<file path="src/rtl/cmp2_max_seq.sv">
// Frame sequencer around one shared 2-bit magnitude comparator.
// Streams N unsigned 2-bit samples over a valid/ready handshake and keeps the
// running maximum, the index of its first occurrence and the count of later
// ties. A one-cycle done pulse marks the end of each frame.
module cmp2_max_seq #(
    parameter  int N  = 8,
    localparam int IW = (N > 1) ? $clog2(N) : 1
) (
    input  logic          Clock,
    input  logic          Resetn,
    input  logic          start,
    input  logic          in_valid,
    input  logic [1:0]    in_data,
    output logic          in_ready,
    output logic          busy,
    output logic          done,
    output logic [1:0]    max_val,
    output logic [IW-1:0] max_idx,
    output logic [IW-1:0] tie_cnt
);

    // The sample counter has to reach N, so it is one bit wider than IW
    // when N is a power of two.
    localparam int CW = $clog2(N + 1);

    typedef enum logic [1:0] {
        IDLE = 2'd0,
        LOAD = 2'd1,
        RUN  = 2'd2,
        DONE = 2'd3
    } state_t;

    state_t        state;
    state_t        state_nxt;
    logic [CW-1:0] cnt;
    logic          accept;
    logic          last;
    logic          ge;
    logic          ne;
    logic          gt;
    logic          eq;

    // Tie counter increment that sticks at all-ones instead of wrapping.
    function automatic logic [IW-1:0] sat_inc(input logic [IW-1:0] v);
        return (&v) ? v : v + IW'(1);
    endfunction

    // Shared comparator: new sample against the running maximum.
    assign ge = (in_data >= max_val);
    assign ne = (in_data != max_val);
    assign gt = ge & ne;
    assign eq = ge & ~ne;

    assign accept = in_valid & in_ready;
    assign last   = (cnt == CW'(N - 1));

    // State register.
    always_ff @(posedge Clock or negedge Resetn) begin
        if (!Resetn) begin
            state <= IDLE;
        end else begin
            state <= state_nxt;
        end
    end

    // Next-state logic; handshake and status flags decode from state only.
    always_comb begin
        state_nxt = state;
        in_ready  = 1'b0;
        busy      = 1'b0;
        done      = 1'b0;
        unique case (state)
            IDLE: begin
                if (start) state_nxt = LOAD;
            end
            LOAD: begin
                in_ready = 1'b1;
                busy     = 1'b1;
                if (accept) state_nxt = (N == 1) ? DONE : RUN;
            end
            RUN: begin
                in_ready = 1'b1;
                busy     = 1'b1;
                if (accept && last) state_nxt = DONE;
            end
            DONE: begin
                done      = 1'b1;
                state_nxt = IDLE;
            end
            default: state_nxt = IDLE;
        endcase
    end

    // Result and counter registers; they only move on an accepted sample,
    // so results persist through DONE and IDLE until the next frame loads.
    always_ff @(posedge Clock or negedge Resetn) begin
        if (!Resetn) begin
            max_val <= 2'd0;
            max_idx <= '0;
            tie_cnt <= '0;
            cnt     <= '0;
        end else if (accept) begin
            if (state == LOAD) begin
                max_val <= in_data;
                max_idx <= '0;
                tie_cnt <= '0;
                cnt     <= CW'(1);
            end else begin
                if (gt) begin
                    max_val <= in_data;
                    max_idx <= cnt[IW-1:0];
                    tie_cnt <= '0;
                end else if (eq) begin
                    tie_cnt <= sat_inc(tie_cnt);
                end
                cnt <= cnt + CW'(1);
            end
        end
    end

endmodule

</file>
<file path="config.mk">
export PLATFORM = sky130hd
export DESIGN_NAME = cmp2_max_seq
export DESIGN_NICKNAME = d
export VERILOG_FILES = /design/src/rtl/cmp2_max_seq.sv
export SDC_FILE = /design/constraint.sdc
export NUM_CORES = 1
export LEC_CHECK = 0
export CORE_MARGIN = 1
export CORE_UTILIZATION = 54
export DETAILED_ROUTE_END_ITERATION = 10
export PLACE_DENSITY_LB_ADDON = 0.3
export SLEW_MARGIN = 30
export SYNTH_ARGS = -nofsm -noshare
export SYNTH_HDL_FRONTEND = slang
export SYNTH_SLANG_ARGS = --single-unit
</file>
<file path="constraint.sdc">
create_clock -name Clock -period 3 [get_ports Clock]
set_input_delay 0.45 -clock Clock [delete_from_list [all_inputs] [get_ports Clock]]
set_output_delay 0.45 -clock Clock [all_outputs]
set_load 0.005 [all_outputs]
</file>
==> summary.txt <==
Synth
  – EDFF count, synth: 0
  – Share of the synthesized area in the top cell type: 38.20%
  – Post-synth top area cell: dfrtp_1
  – Post-synth cell types: 33
  – Ys async rst share: 100.0%
  – Synth area leaders: dfrtp_1 (38%), ha_1 (14%), a21oi_1 (3.8%), nand2_1 (3.7%), mux2_4 (3.3%)
  – Syn nets: 106
  – Cells after Synth: 90
  – Yosys reg bits: 14
  – Post-Syn Area: 917.1 µm²
  – Synth Flop Type: dfrtp_1
  – Syn avg cell area: 10.19 µm²
  – Seq/Total Area, Yosys: 38.20%
  – Yosys Warn Count: 0

Clock tree
  – TritonCTS clock tree: built
  – Setup Fix Bufs, Post-CTS: 0
  – Post_cts resized: 0
  – Clock sinks: 14
  – CTS hold repair buffers: 0
  – CTS max path bufs: 2
  – Clk root buf: clkbuf_4
  – Clock Latency Late Sink: 290 ps
  – CTS Buf Count: 3
  – H-tree depth: 1
  – CTS clk-pin slew, worst paths: 90 ps

Finish
  – Layout cell share with drive strength beyond 1: 15.09%
  – Commonest cells after routing, fill and taps aside: clkdlybuf4s50_1 (16), dfrtp_1 (14), ha_1 (10)
  – Synth-to-layout area growth: 20.19%
  – Final Cell Area: 0.001102 mm²
  – Most common cell after layout, fill and taps aside: clkdlybuf4s50_1
  – Diode count: 0
  – Fin cells: 122
  – Fin nets: 123

Floorplan
  – Io pins: 17
  – Die W: 43.21 µm
  – Initial Util: 59.50%
  – Rows: 14
  – Die area: 0.001867 mm²
  – Core area: 0.001541 mm²
  – Die height: 43.21 µm

Setup path
  – Crit path required time: 2550 ps
  – CP Buf/Inv Count: 2
  – CP cell instances: inv_1 > ha_1 > clkdlybuf4s50_1
  – Critical path type: reg -> out
  – Worst EP arrival: 1710 ps
  – Worst setup SP type: flip-flop
  – Worst path slowest cell: clkdlybuf4s50_1
  – Delay-heaviest family, CP: buffers and inverters
  – Worst path max stage delay: 530 ps
  – CP endpoint kind: output port
  – Crit path max fanout: 6

GRT
  – Largest net degree at the start of global routing: 15
  – Met1 Usage GRT: 27.25%
  – Initial antenna violation count: 0
  – Vias in the first global route: 674
  – Overflow after GRT: 0
  – First-pass GRT wire length: 2.960 mm
  – Busiest grt layer: met2
  – Total Routing Usage GR: 22.26%
  – M2 GR Usage: 35.52%
  – Met3 track demand over resource: 6.383%

Timing
  – Final Max Tran Viols: 0
  – Final Cycle Share: 72.13%
  – Fmax: 0.4621 GHz
  – Minimum clock period: 2164 ps
  – Clock skew: 0.9462 ps
  – Fin Hold WS: 548.4 ps
  – RSZ-0062 raised after global routing: false
  – Final hold viol count: 0
  – Final Setup Violations: 0
  – Worst slew pin tran: 650.4 ps
  – Setup TNS: 0 ps
  – Slew headroom: 56.51%

Placement
  – DP Area: 0.001066 mm²
  – IO Port Bufs: 16
  – GPL Wtd Cong: 0.7486
  – Post-Place Cells: 118
  – Detailed Place HPWL: 1.222 mm

Outcome
  – Status: finished, final reports clean

Pwr
  – Leakage power: 0.4914 nW
  – Switching power: 0.0005001 W
  – Switching Share: 40.23%
  – Combinational power share: 60.1%
  – Pwr per Cell Area: 1128 mW/mm²
  – VDD IR max: 0.7364 mV
  – Clock share of power: 11.3%
  – Power Internal: 0.0007429 W
  – Sequential share of power: 28.6%
  – Final Power: 0.001243 W

Drt
  – Via density: 5.820
  – Routed Antenna Nets: 0
  – DRT Pass-1 Iters: 4
  – Routed wire per std cell: 14.13 µm
  – Final WL: 1.724 mm
  – DRC viols: 0
  – Vias: 710
  – Number of DRC markers in iteration 0: 13

Job
  – Max Cap Violations: 0

Min path
  – HP Class: reg -> reg
[registers in the layout (all words and copies together), names as in the netlist]
register,cells
cnt,4
state,2
max_val,2
tie_cnt,3
max_idx,3
[cell families after synthesis]
family | count (synthesis) | synth area share [%]
AOI/OAI and AO/OA | 23 | 18.42
adders and majority gates | 10 | 13.64
buffers and inverters | 8 | 5.046
DFF | 14 | 38.20
muxes | 3 | 4.366
and+or+nand+nor | 32 | 20.33
[Yosys cell counts (2+ instances only)]
cell and instances:
nor3b_2 2, nand3_1 3, buf_4 2, nor2_1 4
mux2_4 2, o21ai_0 4, a21oi_1 7, nand2_1 9
o211ai_1 2, nand2b_1 2, nand3b_1 3, inv_1 4
dfrtp_1 14, o2bb2ai_1 3, ha_1 10, nor3_1 2
[per-stage QoR]
stage | util [%] | setup WS [ps]
2_1_floorplan | - | 1343
3_3_place_gp | 69.16 | 878.6
3_5_place_dp | 69.16 | 832.4
4_1_cts | 71.51 | 818.5
5_1_grt | 71.51 | 738.6
6_report | 71.51 | 836.2
[worst paths after layout]
path / startpoint / end / slack (ps) / cells past startpoint
max: state[0]$_DFFE_PN0P_ / in_ready / 840 / 3
max reg2reg: state[0]$_DFFE_PN0P_ / state[1]$_DFFE_PN0P_ / 1220 / 6
max in group asynchronous: Resetn / max_idx[1]$_DFFE_PN0P_ / 2030 / 1
min: tie_cnt[1]$_DFFE_PN0P_ / tie_cnt[1]$_DFFE_PN0P_ / 550 / 1
min in group asynchronous: Resetn / state[0]$_DFFE_PN0P_ / 560 / 1
min reg2reg: tie_cnt[1]$_DFFE_PN0P_ / tie_cnt[1]$_DFFE_PN0P_ / 550 / 1
[layer usage]
metal,vias to the layer above,part of all wire [%]
met3,6,3.1
met5,-,0
met4,0,2.2
li1,349,-
met2,19,50
met1,336,45
[worst reg2reg max path: cells and delay by family (launching register included)]
kind | cells | cell delay [ps]
AND/OR/NAND/NOR | 1 | 210
AO/OA/AOI/OAI | 3 | 570
flip-flops | 1 | 420
adder cells (fa/ha/maj) | 1 | 380
buffers and inverters | 1 | 100
[power groups by stage]
stage | registers (W) | clock network (W) | logic [W]
after floorplan | 0.000346 | 0 | 0.000540
after global placement | 0.000354 | 0 | 0.000720
after detailed placement | 0.000358 | 0 | 0.000743
after CTS | 0.000356 | 0.000144 | 0.000749
after global routing | 0.000367 | 0.000155 | 0.000825
final | 0.000356 | 0.000140 | 0.000747
[area by class of cell]
cell class,instances,area [µm²]
inverter,4,15.01
multi-input combinational,68,520.5
timing repair buffer,16,160.2
fill,121,439.2
clock buffer,4,36.28
tap,16,20.02
sequential,14,350.3
Power figures use the tool's default switching activity.
